$ cat src/rtl/round_pkg.sv
// -----------------------------------------------------------------------------
// round_pkg
// Shared types, default parameter values and the BCD helper for the game round
// countdown controller (round_timer).
// -----------------------------------------------------------------------------
package round_pkg;

    typedef enum logic [2:0] {
        IDLE      = 3'd0,
        RUN       = 3'd1,
        PAUSE     = 3'd2,
        ROUND_END = 3'd3,
        DONE      = 3'd4
    } state_t;

    typedef logic [3:0] bcd_t;

    localparam int ROUND_SECONDS_DFLT = 30;
    localparam int NUM_ROUNDS_DFLT    = 5;
    localparam int WARN_SECONDS_DFLT  = 5;

    // Two-digit BCD of a value in 0..99, packed as {tens, ones}.
    function automatic logic [7:0] to_bcd(input int value);
        bcd_t t;
        bcd_t o;
        t = bcd_t'(value / 10);
        o = bcd_t'(value % 10);
        return {t, o};
    endfunction

endpackage

$ cat src/rtl/sync_edge_detect.sv
// -----------------------------------------------------------------------------
// sync_edge_detect
// Two-flop synchronizer followed by a rising-edge detector. The pulse is one
// clk_i cycle wide. All flops clear on reset, so an input that is already high
// at reset release produces one edge pulse.
//
// Ports:
//   clk_i    in   system clock
//   rst_i    in   asynchronous active-high reset
//   d_i      in   asynchronous level input
//   pulse_o  out  one-cycle pulse on a synchronized rising edge
// -----------------------------------------------------------------------------
module sync_edge_detect (
    input  logic clk_i,
    input  logic rst_i,
    input  logic d_i,
    output logic pulse_o
);

    logic meta_q;
    logic sync_q;
    logic hist_q;

    always_ff @(posedge clk_i or posedge rst_i) begin
        if (rst_i) begin
            meta_q <= 1'b0;
            sync_q <= 1'b0;
            hist_q <= 1'b0;
        end else begin
            meta_q <= d_i;
            sync_q <= meta_q;
            hist_q <= sync_q;
        end
    end

    assign pulse_o = sync_q & ~hist_q;

endmodule

$ cat src/rtl/round_timer.sv
// -----------------------------------------------------------------------------
// round_timer
// Game round countdown controller. Samples the divided round clock as data in
// the iclk domain (each rising edge = one time unit), counts a BCD time-left
// value down per round, sequences rounds and pause, and flags round end and
// game over.
//
// Parameters:
//   ROUND_SECONDS  time units per round (1..99)
//   NUM_ROUNDS     rounds per game (1..15)
//   WARN_SECONDS   low-time warning threshold (0..99)
//
// Ports:
//   iclk        in   system clock
//   reset       in   asynchronous active-high reset
//   round_tick  in   divided clock level; rising edge = one time unit
//   start       in   start/resume request level; rising edge acts
//   pause       in   pause toggle level; rising edge acts
//   tens        out  BCD tens digit of time left
//   ones        out  BCD ones digit of time left
//   round_num   out  current round, 1..NUM_ROUNDS
//   running     out  high in RUN
//   round_done  out  one-cycle pulse at the end of each round
//   game_over   out  high in DONE
//   warn        out  low-time warning blink
//
// Build option:
//   ROUND_TIMER_WARN_BLINK_EN  when defined, warn blinks in RUN/PAUSE while
//                              0 < time left <= WARN_SECONDS; otherwise warn
//                              is tied low.
//
// States:
//   IDLE      | counter held at ROUND_SECONDS, waiting for start
//   RUN       | counting down on tick pulses
//   PAUSE     | counter frozen, ticks dropped
//   ROUND_END | one cycle, round_done pulse, counter reads 00
//   DONE      | game over, counter holds 00 until start
// -----------------------------------------------------------------------------
module round_timer
    import round_pkg::*;
#(
    parameter int ROUND_SECONDS = ROUND_SECONDS_DFLT,
    parameter int NUM_ROUNDS    = NUM_ROUNDS_DFLT,
    parameter int WARN_SECONDS  = WARN_SECONDS_DFLT
) (
    input  logic       iclk,
    input  logic       reset,
    input  logic       round_tick,
    input  logic       start,
    input  logic       pause,
    output logic [3:0] tens,
    output logic [3:0] ones,
    output logic [3:0] round_num,
    output logic       running,
    output logic       round_done,
    output logic       game_over,
    output logic       warn
);

    localparam logic [7:0] ROUND_BCD  = to_bcd(ROUND_SECONDS);
    localparam logic [3:0] LAST_ROUND = 4'(NUM_ROUNDS);

    if (ROUND_SECONDS < 1 || ROUND_SECONDS > 99 ||
        NUM_ROUNDS < 1 || NUM_ROUNDS > 15 ||
        WARN_SECONDS < 0 || WARN_SECONDS > 99) begin : g_bad_param
        $error("round_timer: parameter out of legal range");
    end

    // ------------------------------------------------------------------
    // Input conditioning
    // ------------------------------------------------------------------
    logic tick_p;
    logic start_p;
    logic pause_p;

    sync_edge_detect u_sync_tick (
        .clk_i   (iclk),
        .rst_i   (reset),
        .d_i     (round_tick),
        .pulse_o (tick_p)
    );

    sync_edge_detect u_sync_start (
        .clk_i   (iclk),
        .rst_i   (reset),
        .d_i     (start),
        .pulse_o (start_p)
    );

    sync_edge_detect u_sync_pause (
        .clk_i   (iclk),
        .rst_i   (reset),
        .d_i     (pause),
        .pulse_o (pause_p)
    );

    // ------------------------------------------------------------------
    // Sequencer
    // ------------------------------------------------------------------
    state_t     state_q, state_d;
    bcd_t       tens_q, tens_d;
    bcd_t       ones_q, ones_d;
    logic [3:0] round_q, round_d;
    logic       running_q, running_d;
    logic       done_q, done_d;
    logic       over_q, over_d;

    always_ff @(posedge iclk or posedge reset) begin
        if (reset) begin
            state_q   <= IDLE;
            tens_q    <= ROUND_BCD[7:4];
            ones_q    <= ROUND_BCD[3:0];
            round_q   <= 4'd1;
            running_q <= 1'b0;
            done_q    <= 1'b0;
            over_q    <= 1'b0;
        end else begin
            state_q   <= state_d;
            tens_q    <= tens_d;
            ones_q    <= ones_d;
            round_q   <= round_d;
            running_q <= running_d;
            done_q    <= done_d;
            over_q    <= over_d;
        end
    end

    always_comb begin
        state_d = state_q;
        tens_d  = tens_q;
        ones_d  = ones_q;
        round_d = round_q;

        unique case (state_q)
            IDLE: begin
                tens_d = ROUND_BCD[7:4];
                ones_d = ROUND_BCD[3:0];
                if (start_p) begin
                    state_d = RUN;
                end
            end

            RUN: begin
                // Pause takes priority; a tick in the same cycle is lost.
                if (pause_p) begin
                    state_d = PAUSE;
                end else if (tick_p) begin
                    if (tens_q == 4'd0 && ones_q <= 4'd1) begin
                        // Last unit of the round; also clamps at 00.
                        tens_d  = 4'd0;
                        ones_d  = 4'd0;
                        state_d = ROUND_END;
                    end else if (ones_q == 4'd0) begin
                        ones_d = 4'd9;
                        tens_d = tens_q - 4'd1;
                    end else begin
                        ones_d = ones_q - 4'd1;
                    end
                end
            end

            PAUSE: begin
                if (pause_p || start_p) begin
                    state_d = RUN;
                end
            end

            ROUND_END: begin
                tens_d = 4'd0;
                ones_d = 4'd0;
                if (round_q == LAST_ROUND) begin
                    state_d = DONE;
                end else begin
                    round_d = round_q + 4'd1;
                    tens_d  = ROUND_BCD[7:4];
                    ones_d  = ROUND_BCD[3:0];
                    state_d = IDLE;
                end
            end

            DONE: begin
                tens_d = 4'd0;
                ones_d = 4'd0;
                if (start_p) begin
                    round_d = 4'd1;
                    tens_d  = ROUND_BCD[7:4];
                    ones_d  = ROUND_BCD[3:0];
                    state_d = IDLE;
                end
            end

            default: begin
                state_d = IDLE;
                round_d = 4'd1;
                tens_d  = ROUND_BCD[7:4];
                ones_d  = ROUND_BCD[3:0];
            end
        endcase

        // Status outputs are registered copies of the next state.
        running_d = (state_d == RUN);
        done_d    = (state_d == ROUND_END);
        over_d    = (state_d == DONE);
    end

    assign tens       = tens_q;
    assign ones       = ones_q;
    assign round_num  = round_q;
    assign running    = running_q;
    assign round_done = done_q;
    assign game_over  = over_q;

    // ------------------------------------------------------------------
    // Low-time warning
    // ------------------------------------------------------------------
`ifdef ROUND_TIMER_WARN_BLINK_EN
    localparam logic [7:0] WARN_BCD = to_bcd(WARN_SECONDS);

    logic win_q, win_d;
    logic warn_q, warn_d;
    logic tick_acc;

    always_comb begin
        // Only a decrementing tick toggles the blink; a tick lost to pause does not.
        tick_acc = (state_q == RUN) && tick_p && !pause_p;
        // BCD ordering matches numeric ordering, so the window compare is direct.
        win_d    = (state_d == RUN || state_d == PAUSE) &&
                   ({tens_d, ones_d} != 8'h00) &&
                   ({tens_d, ones_d} <= WARN_BCD);
        warn_d   = 1'b0;
        if (win_d) begin
            if (!win_q) begin
                warn_d = 1'b1;
            end else if (tick_acc) begin
                warn_d = ~warn_q;
            end else begin
                warn_d = warn_q;
            end
        end
    end

    always_ff @(posedge iclk or posedge reset) begin
        if (reset) begin
            win_q  <= 1'b0;
            warn_q <= 1'b0;
        end else begin
            win_q  <= win_d;
            warn_q <= warn_d;
        end
    end

    assign warn = warn_q;
`else
    assign warn = 1'b0;
`endif

endmodule

$ cat config.mk
export PLATFORM = sky130hd
export DESIGN_NAME = round_timer
export DESIGN_NICKNAME = d
export VERILOG_FILES = /design/src/rtl/round_pkg.sv /design/src/rtl/sync_edge_detect.sv /design/src/rtl/round_timer.sv
export SDC_FILE = /design/constraint.sdc
export NUM_CORES = 1
export LEC_CHECK = 0
export CORE_UTILIZATION = 25
export DETAILED_ROUTE_END_ITERATION = 10
export GPL_ROUTABILITY_DRIVEN = 0
export GPL_TIMING_DRIVEN = 0
export PLACE_DENSITY = 0.55
export SLEW_MARGIN = 20
export SYNTH_ARGS = -nofsm -noshare
export SYNTH_HDL_FRONTEND = slang
export SYNTH_SLANG_ARGS = --single-unit
$ cat constraint.sdc
create_clock -name iclk -period 2.5 [get_ports iclk]
set_input_delay 0.25 -clock iclk [delete_from_list [all_inputs] [get_ports iclk]]
set_output_delay 0.25 -clock iclk [all_outputs]
set_load 0.05 [all_outputs]
==> results by group, run 1 <==
Layout
  – Most frequent cells in the layout: dfrtp_1, clkdlybuf4s50_1, nand2_1
  – Synthesis-to-layout area growth: 25.7%
  – Fraction of layout cells with a size suffix above 1: 0.129
  – Antenna Cells: 0
  – Multi-input gate area: 534 sq um
  – Filler Cell Count: 492
  – Reg area: 679 sq um
  – Commonest non-fill, non-tap cell in the layout: dfrtp_1
  – Layout net count: 149

Floorplanning
  – Area of the core: 4790 sq um
  – Initial Util: 0.263
  – Row count: 25
  – DIE AREA: 5320 sq um
  – Die Span Y: 73.0 um
  – # IOs: 21
  – Die span in x: 73.0 um

Clocking
  – Htree depth: 1
  – CTS Root Cell: clkbuf_8
  – Clk sink count: 27
  – Hold_buf cts: 0
  – CTS tree: yes
  – Worst skew pair latency: 280 ps
  – CTS Buf Count: 3
  – Postcts setup bufs: 0
  – CTS resizes: 0
  – Clk buf depth: 2
  – Worst-path clk slew: 100 ps

Synth
  – Post-synth EDFFs: 0
  – Top cell type's share of synthesized area: 0.477
  – Sequential share of the synthesized area: 0.540
  – Syn Std Cell Area: 1260 sq um
  – Largest area contributor in the netlist: dfrtp_1
  – Top post-synthesis cells by area: dfrtp_1, dfstp_2, nand2_1
  – Number of synthesized register bits: 27
  – Most used flip-flop cell after synthesis: dfrtp_1
  – Yosys cell types: 44
  – Mapped Cells: 117
  – Yosys warns: 0
  – Syn avg cell area: 10.8 sq um
  – Ys async rst share: 1.00
  – Syn nets: 125

Drt
  – Initial drt markers: 40
  – Vias per cell: 4.60
  – Final wirelength: 2.54 mm
  – 1st-pass router iterations: 4
  – Vias: 952
  – Drt wl/cell: 12.3 um
  – Routed Antenna Nets: 0
  – DRC violations left: 0

Timing
  – Skew final: 7.80 ps
  – Measured slew at the worst slew-check pin: 950 ps
  – Setup TNS: 0 ps
  – Fin crit share: 0.824
  – Final worst path period need: 2060 ps
  – Setup violations, final: 0
  – Slew Viols, Final: 0
  – Count of final hold-check violations: 0
  – Max Clock Freq: 486 MHz
  – RSZ-0062 raised after global routing: no
  – Slew margin rel.: 0.363

Critical path
  – Worst r2r dst: tens[3]
  – RR Startpoint: ones[1]
  – CP Capture Type: register
  – WS Path Type: reg2reg
  – Crit path DAT: 2230 ps
  – WP data required: 2670 ps
  – CP max FO: 8
  – R2R Setup Slk: 440 ps
  – R2R cell count: 4
  – CP startpoint kind: register

Power and ir drop
  – Clock power frac: 0.159
  – Pwr Total: 1.66 mW
  – Comb pwr share: 0.455
  – Cell-internal power: 0.922 mW
  – Pleak: 0.690 nW
  – Psw: 0.740 mW
  – Worst vdd rail ir drop: 0.538 mV
  – Sequential power share: 0.385
  – Sw Ratio: 0.445
  – P per Cell Area: 1050 nW/um^2

Place
  – I/O Buffers: 19
  – HPWL after detailed placement: 1.86 mm

Min path
  – Classification of the worst-slack hold path: in2async

GRT
  – Initial antenna violation count: 0
  – Overall routing resource usage: 0.108
  – First-pass GRT wire length: 4.42 mm
  – Vias in the first global route: 966
  – Pin count of the biggest net entering global routing: 28
  – Overall overflow remaining after global route: 0

Outcome
  – Run status: completed

Flow run
  – MaxCap Viol Count: 0
==> power groups by stage <==
stage	sequential [mW]	combinational, mW	clock, mW
after floorplan	0.856	0.317	0
after global placement	0.642	0.740	0
after detailed placement	0.648	0.755	0
after CTS	0.641	0.761	0.274
after global routing	0.660	0.821	0.289
final	0.640	0.757	0.265
==> layout make-up <==
type                    instances  area share
flip-flops and latches         27       0.429
well taps                      67      0.0530
clock inverters                 1     0.00553
inverters                       9      0.0213
repair buffers                 19       0.120
clock buffers                   3      0.0261
multi-input cells              79       0.338
plain buffers                   2     0.00711
==> flip-flops by register name (all words and copies together), names as in the netlist, 3 cells and up <==
signal,flops
round_num,4
tens,4
state_q,3
ones,4
==> worst max-delay path by stage <==
stage,cells past startpoint,startpoint,endpoint
after floorplan,4,ones[1],tens[3]
after detailed placement,4,ones[1],tens[3]
final,4,ones[1],tens[3]
after global routing,6,tens[0],round_done
after CTS,4,ones[1],tens[3]
after global placement,4,ones[1],tens[3]
==> logic make-up after synthesis <==
family                   Yosys count  share of synthesized area
AND/OR/NAND/NOR                   50                      0.236
AO/OA/AOI/OAI                     24                      0.149
XOR/XNOR                           1                    0.00696
other                              1                    0.00298
adder cells (fa/ha/maj)            3                     0.0298
buffers and inverters             11                     0.0358
flip-flops                        27                      0.540
==> metal layers <==
layer / vias up / wire [um] / GRT usage / share of wire
li1: 471 / - / - / -
met1: 456 / 1270 / 0.139 / 0.50
met2: 21 / 1130 / 0.175 / 0.44
met3: 4 / 113 / 0.0304 / 0.044
met4: 0 / 32 / 0.0349 / 0.013
met5: - / 0 / 0 / 0
==> per-stage QoR <==
step                hold slack (ps)   util  std cells  area, sq um  setup slack, ps
detailed placement              336  0.320        203         1530              468
global route                    379  0.331        207         1580              204
floorplan                       281      -        117         1260              518
finish                          358  0.331        207         1580              441
global placement                334  0.320        203         1530              473
CTS                             360  0.331        207         1580              456
==> synthesized netlist by cell type, types with 2 or more instances <==
| library cell | n |
|---|---|
| nand2b_1 | 3 |
| nand2_1 | 11 |
| or3_1 | 2 |
| and3b_1 | 2 |
| dfstp_2 | 3 |
| a22oi_1 | 2 |
| nor4b_1 | 2 |
| a41oi_1 | 2 |
| inv_1 | 9 |
| nor2b_1 | 4 |
| a31oi_1 | 4 |
| nor4_1 | 5 |
| ha_1 | 3 |
| o211ai_1 | 2 |
| nor2_1 | 5 |
| o21ai_0 | 3 |
| nand3_1 | 5 |
| dfrtp_1 | 24 |
==> worst max-delay path, stage by stage (launching register included) <==
cell and delay (ps):
dfrtp_1 470, nor4_1 760, nor4b_1 420, o2111ai_1 140, nor2b_1 160
Power figures use the tool's default switching activity.
==> run 2, diff against run 1 <==
Settings changed: PLACE_DENSITY 0.55 to 0.56.
Clock period 2.5 ns to 1.76 ns, I/O delays scaled along.
==> run 2 against run 1 <==
  * Setup slack got worse by 410 ps
  * Via count rose by 3.5%
  * Hold slack got worse by 63 ps
  * Sequential share of layout area fell by 3.2 points
  * Global-route usage rose by 0.24 points
  * First-iteration DRC count rose by 2.5%
  * Fmax rose by 19%
  * Cell count rose by 2.4%
  * Wire length rose by 5.8%
  * Die area did not move
==> results by group, run 2 (synthesis results as in run 1) <==
Flow run
  – MaxCap Viol Count: 0

Layout
  – Fraction of layout cells with a size suffix above 1: 0.269
  – Most frequent cells in the layout: dfrtp_1, nand2_1, clkdlybuf4s50_1
  – Antenna Cells: 0
  – Finished Cell Area: 1730 sq um
  – Commonest non-fill, non-tap cell in the layout: dfrtp_1
  – Synthesis-to-layout area growth: 37.5%
  – Layout net count: 154

Timing
  – Measured slew at the worst slew-check pin: 953 ps
  – Fin crit share: 0.981
  – Slew Viols, Final: 0
  – Count of final hold-check violations: 0
  – Max Clock Freq: 579 MHz
  – Final setup margin: 33.0 ps
  – RSZ-0062 raised after global routing: yes
  – Skew final: 8.78 ps
  – Final worst path period need: 1730 ps
  – Slew margin rel.: 0.360
  – Setup violations, final: 0

Drt
  – 1st-pass router iterations: 4
  – Routed Antenna Nets: 0
  – DRC violations left: 0
  – Vias per cell: 4.65
  – Final wirelength: 2.69 mm
  – Vias: 985
  – Initial drt markers: 41
  – Drt wl/cell: 12.7 um

Clocking
  – Worst-path clk slew: 100 ps
  – Htree depth: 1
  – CTS Buf Count: 3
  – Clk buf depth: 2
  – CTS tree: yes
  – Clk sink count: 27
  – Worst skew pair latency: 280 ps
  – CTS Root Cell: clkbuf_8

Floorplanning
  – Row count: 25
  – Area of the core: 4790 sq um
  – Die Span Y: 73.0 um
  – # IOs: 21
  – Die span in x: 73.0 um
  – DIE AREA: 5320 sq um
  – Initial Util: 0.263

Power and ir drop
  – Pleak: 0.818 nW
  – P per Cell Area: 1450 nW/um^2
  – Worst vdd rail ir drop: 0.721 mV

GRT
  – Vias in the first global route: 975
  – First-pass GRT wire length: 4.51 mm
  – Overall overflow remaining after global route: 0
  – Overall routing resource usage: 0.110
  – Initial antenna violation count: 0
  – Pin count of the biggest net entering global routing: 28

Critical path
  – Worst r2r dst: ones[1]
  – CP startpoint kind: register
  – RR Startpoint: state_q[1]
  – WS Path Type: reg2reg
  – Crit path DAT: 1930 ps
  – R2R Setup Slk: 30 ps
  – CP Capture Type: register
  – WP data required: 1960 ps
  – CP max FO: 2
  – R2R cell count: 4

Place
  – I/O Buffers: 19
  – HPWL after detailed placement: 1.86 mm
  – DP Area: 1600 sq um
  – Pre-CTS setup slack: -97.1 ps

Min path
  – Classification of the worst-slack hold path: in2async

Outcome
  – Run status: completed
## run 2: what timing repair did
| item | in CTS | in global routing |
|---|---|---|
| pin swaps | 2 | 3 |
| hold buffers | 0 | 0 |
| cloned | 0 | 0 |
| hold endpoints to repair | 0 | 0 |
| buffers inserted | 4 | 1 |
| endpoints found under the setup margin | 12 | 15 |
| gates resized for setup | 11 | 11 |
## run 2: critical path: stages (launching register included)
cell,delay [ps]
dfrtp_2,420
or3b_4,390
or3_4,340
or4_4,420
o211ai_2,80
## run 2: area by class of cell
type	count	area (sq um)
clock inverter	1	8.76
clock buffer	3	41.3
fill	483	3060
inverter	9	33.8
tap	67	83.8
timing repair buffer	24	229
sequential	27	687
buffer	2	12.5
multi-input combinational	79	634
## run 2: power breakdown
group	switching, mW	internal, mW	leakage, nW	total, mW
combinational	0.761	0.455	0.457	1.22
sequential	0.153	0.775	0.335	0.927
clock	0.203	0.166	0.0261	0.370
## run 2: per-layer routing
| layer | wire (um) | up-vias | part of all wire | GRT usage |
|---|---|---|---|---|
| met4 | 19 | 0 | 0.0071 | 0.0261 |
| met2 | 1360 | 18 | 0.51 | 0.194 |
| li1 | - | 485 | - | - |
| met1 | 1220 | 480 | 0.45 | 0.136 |
| met3 | 93 | 2 | 0.035 | 0.0262 |
| met5 | 0 | - | 0 | 0 |
## run 2: worst max-delay path by stage
stage / from / end / slack (ps) / cells past startpoint
after floorplan: tens[0] / tens[2] / -20 / 6
after global placement: state_q[1] / ones[1] / -100 / 4
after detailed placement: state_q[1] / ones[1] / -100 / 4
after CTS: round_num[3] / round_num[3] / 5 / 1
after global routing: round_num[0] / round_num[1] / -30 / 5
final: state_q[1] / ones[1] / 30 / 4
## run 2: per-stage QoR
step	std cells	hold slack, ps	util	setup TNS (ps)	total power [mW]
final	212	295	0.362	0	2.51
after global routing	212	309	0.362	-74.1	2.68
after CTS	211	312	0.351	0	2.48
after detailed placement	203	336	0.334	-284	2.07
after global placement	203	333	0.334	-319	2.05
after floorplan	117	207	-	-26.2	1.74
==> run 3, diff against run 2 <==
Settings changed: CORE_UTILIZATION 25 to 46, PLACE_DENSITY 0.56 to 0.84.
==> run 3 against run 2 <==
  * Hold slack got worse by 120 ps
  * The flow now finishes with violations (setup timing)
  * Register-to-register slack got worse by 40 ps
  * Largest cell class unchanged
  * Cell area shrank 5.2%
  * Critical endpoint unchanged
  * Critical path depth stayed put
  * Via count grew 3.2%
  * Flip-flop and latch count unchanged
==> results by group, run 3 (synthesis results as in run 1) <==
Floorplanning
  – # IOs: 21
  – Initial Util: 0.499
  – Row count: 18
  – Die Span Y: 54.3 um
  – Area of the core: 2520 sq um
  – DIE AREA: 2950 sq um
  – Die span in x: 54.3 um

Timing
  – Setup TNS: -3.61 ps
  – Slew Viols, Final: 0
  – Final setup margin: -3.61 ps
  – Count of final hold-check violations: 0
  – Fin crit share: 1.00
  – Measured slew at the worst slew-check pin: 557 ps
  – Final worst path period need: 1760 ps
  – Slew margin rel.: 0.628
  – Setup violations, final: 1
  – Max Clock Freq: 567 MHz
  – RSZ-0062 raised after global routing: yes
  – Skew final: 12.2 ps

Clocking
  – CTS Buf Count: 3
  – Htree depth: 1
  – CTS tree: yes
  – Clk sink count: 27
  – Worst skew pair latency: 340 ps
  – CTS Root Cell: clkbuf_4
  – Worst-path clk slew: 160 ps
  – Clk buf depth: 2

Critical path
  – Critical path origin: state_q[1]
  – Crit path DAT: 2040 ps
  – WP data required: 2040 ps
  – WS Path Type: reg2reg
  – CP max FO: 2
  – RR Startpoint: state_q[1]
  – CP Capture Type: register
  – CP startpoint kind: register

Place
  – I/O Buffers: 19
  – DP Area: 1550 sq um
  – Pre-CTS setup slack: -121 ps
  – HPWL after detailed placement: 1.73 mm

Power and ir drop
  – Pwr Total: 2.45 mW
  – Worst vdd rail ir drop: 1.13 mV
  – P per Cell Area: 1490 nW/um^2
  – Pleak: 0.762 nW

GRT
  – Overall routing resource usage: 0.198
  – Overall overflow remaining after global route: 0
  – Pin count of the biggest net entering global routing: 28
  – Vias in the first global route: 877
  – First-pass GRT wire length: 4.02 mm
  – Initial antenna violation count: 0

Layout
  – Layout net count: 155
  – Filler Cell Count: 201
  – Fraction of layout cells with a size suffix above 1: 0.288
  – Post-layout util: 0.650
  – Synthesis-to-layout area growth: 30.3%
  – Reg area: 687 sq um
  – Commonest non-fill, non-tap cell in the layout: dfrtp_1
  – Finished Cell Area: 1640 sq um
  – Antenna Cells: 0
  – Most frequent cells in the layout: dfrtp_1, dlygate4sd2_1, nand2_1
  – Multi-input gate area: 617 sq um

Outcome
  – Run status: finished, violations left
  – Failing checks: setup timing

Drt
  – Drt wl/cell: 14.4 um
  – DRC violations left: 0
  – 1st-pass router iterations: 4
  – Vias: 1017
  – Vias per cell: 5.78
  – Final wirelength: 2.53 mm
  – Initial drt markers: 26
  – Routed Antenna Nets: 0

Min path
  – Classification of the worst-slack hold path: in2async

Flow run
  – MaxCap Viol Count: 0
[run 3: repair_timing]
action | CTS | global route
resized for setup | 17 | 7
pin swaps | 3 | 2
endpoints found under the setup margin | 16 | 14
hold buffers | 0 | 0
buffers inserted | 5 | 1
[run 3: layer usage]
metal / track usage / vias up / wire length, um
li1: - / 485 / -
met1: 0.257 / 498 / 1160
met2: 0.303 / 28 / 1200
met3: 0.0667 / 6 / 106
met4: 0.0769 / 0 / 59
met5: 0 / - / 0
[run 3: final timing paths]
check / to / slack, ps / cells past startpoint
max: ones[1] / -4 / 4
min: ones[1] / 180 / 2
max reg2reg: ones[1] / -4 / 4
min reg2reg: u_sync_tick.sync_q / 370 / 0
max in group asynchronous: round_num[1] / 1170 / 2
min in group iclk: u_sync_tick.meta_q / 250 / 1
[run 3: worst max-delay path: stages (launching register included)]
cell and delay (ps):
dfrtp_2 450, or3b_4 400, or3_4 340, or4_4 430, o211ai_2 80
[run 3: stage by stage]
step	hold slack, ps	std cells
5_1_grt	232	176
6_report	180	176
4_1_cts	251	175
3_3_place_gp	334	166
2_1_floorplan	207	117
3_5_place_dp	335	166
[run 3: final cells by class]
| class | count | share of cell area |
|---|---|---|
| buffer | 2 | 0.00763 |
| timing repair buffer | 25 | 0.135 |
| multi-input combinational | 79 | 0.376 |
| tap | 30 | 0.0229 |
| clock inverter | 1 | 0.00534 |
| clock buffer | 3 | 0.0137 |
| inverter | 9 | 0.0206 |
| sequential | 27 | 0.419 |
[run 3: where the power goes]
group / internal (mW) / switching [mW]
Sequential: 0.774 / 0.154
Clock: 0.0928 / 0.196
Combinational: 0.465 / 0.766
Total: 1.33 / 1.12
==> variant: new RTL, config.mk and constraints of run 3 <==
Re-encode `state_t` (5 states) as one-hot, 5 bits wide.
--- a/src/rtl/round_pkg.sv
+++ b/src/rtl/round_pkg.sv
@@ -7,8 +7,8 @@
 
-    typedef enum logic [2:0] {
-        IDLE      = 3'd0,
-        RUN       = 3'd1,
-        PAUSE     = 3'd2,
-        ROUND_END = 3'd3,
-        DONE      = 3'd4
+    typedef enum logic [4:0] {
+        IDLE      = 5'b00001,
+        RUN       = 5'b00010,
+        PAUSE     = 5'b00100,
+        ROUND_END = 5'b01000,
+        DONE      = 5'b10000
     } state_t;
Formal check against the unedited RTL: no difference found for any inputs over 10 cycles, from zero or initial values and one cycle with reset high; not proved beyond that.
==> variant against run 3 <==
The run still ends with negative setup slack left; area after synthesis grew 15%; worst setup slack lost 180 ps; sequential cell count grew 2; clock skew shrank 1.7 ps; worst hold slack gained 49 ps; wire length grew 28%; power shrank 17%; clock power grew 44%; design area grew 22%.
==> variant: results (changes against run 3) <==
[outcome] result of the run finished with violations
[outcome] failing checks negative setup slack
[detailed_routing] TritonRoute pass-1 iters 5 [+1]
[clocking] H-tree lvl count 2 [+1]
[logic_synthesis] number of distinct library cell variants in the gate-level netlist after synthesis 42 [-4.5%]
[detailed_routing] wirelength, routed 3.25 mm [+28%]
[placement] pre-CTS setup slack -269 ps [-148 ps]
[global_route] vias in the first global route 1060 [+21%]
[placement] Placement Cell Area 1760 µm² [+13%]
[timing] final critical-path setup slack -180 ps [-176 ps]
[detailed_routing] initial DRC count 86 [+230%]
[timing] worst setup skew after layout 10.5 ps [-1.65 ps]
[final_layout] share of post-route cells with drive strength above 1 0.333 [+0.0457]
[final_layout] Fill cells 226 [+12%]
[detailed_routing] Routed met3 length 219 µm [+110%]
[placement] half-perimeter wire length after detailed placement 2.07 mm [+20%]
[pwr] Leak Pwr 0.000905 µW [+19%]
[logic_synthesis] mean cell area of the mapped netlist 10.4 µm² [-3.6%]
[timing] headroom to the max-slew limit 0.604 [-0.0244]
[detailed_routing] detailed-route wire length on metal 1 1.39 mm [+20%]
[detailed_routing] met2 WL 1.57 mm [+31%]
[final_layout] fin nets 185 [+19%]
[critical_path] Slowest-stage cell, CP sky130_fd_sc_hd__or4_4
[critical_path] CP Max Fanout 4 [+2]
[final_layout] number of standard cells in the final layout excluding fillers 221 [+26%]
[global_route] maximum number of pins on one net before global-route repair 30 [+7.1%]
[timing] final setup fails 12 [+11]
[variant: power groups by stage]
stage	Clock (µW)	Combinational (µW)	Sequential [µW]
after floorplan	0	401	915
after global placement	0	651	805
after detailed placement	0	672	811
after CTS	430	733	797
after global routing	469	854	819
final	416	801	810
[variant: final cells by class]
type,instances,area (µm²),share of cell area
Sequential cell,29,738,0.369
Inverter,5,18.8,0.00939
Multi-Input combinational cell,99,808,0.405
Timing Repair Buffer,30,280,0.140
Clock buffer,8,58.8,0.0294
Buffer,6,38.8,0.0194
Tap cell,44,55.1,0.0276
[variant: layer usage]
| metal | vias to the layer above | global-route usage |
|---|---|---|
| li1 | 589 | - |
| met3 | 7 | 0.0558 |
| met1 | 562 | 0.274 |
| met5 | - | 0 |
| met4 | 0 | 0.102 |
| met2 | 55 | 0.312 |
[variant: path summary, 6_finish.rpt]
check	start	end	slack, ps	cells past startpoint
worst min register to register	u_sync_tick.meta_q	u_sync_tick.sync_q	350	0
worst max-delay path	tens[0]	tens[3]	-180	7
worst min-delay path	reset	round_num[2]	230	2
min in group iclk	start	u_sync_start.meta_q	280	1
worst max register to register	tens[0]	tens[3]	-180	7
max in group asynchronous	reset	tens[2]	1100	2
[variant: cells by family after synthesis]
logic type	after synthesis	synth area share
simple gates	58	0.228
compound gates	31	0.153
flops	29	0.503
buf+inv	12	0.0431
fa+ha+maj	4	0.0345
mux	4	0.0293
other cells	1	0.00258
xor+xnor	1	0.00603
[variant: critical path, delay by kind of cell (launching register included)]
family	cells	cell delay [ps]
simple gates	2	870
flops	1	380
compound gates	3	380
fa+ha+maj	1	120
buf+inv	1	80
[variant: repair_timing]
action,in CTS,in global routing
resized for setup,17,15
setup endpoints to repair,20,19
buffers inserted,9,2
pin swaps,5,3
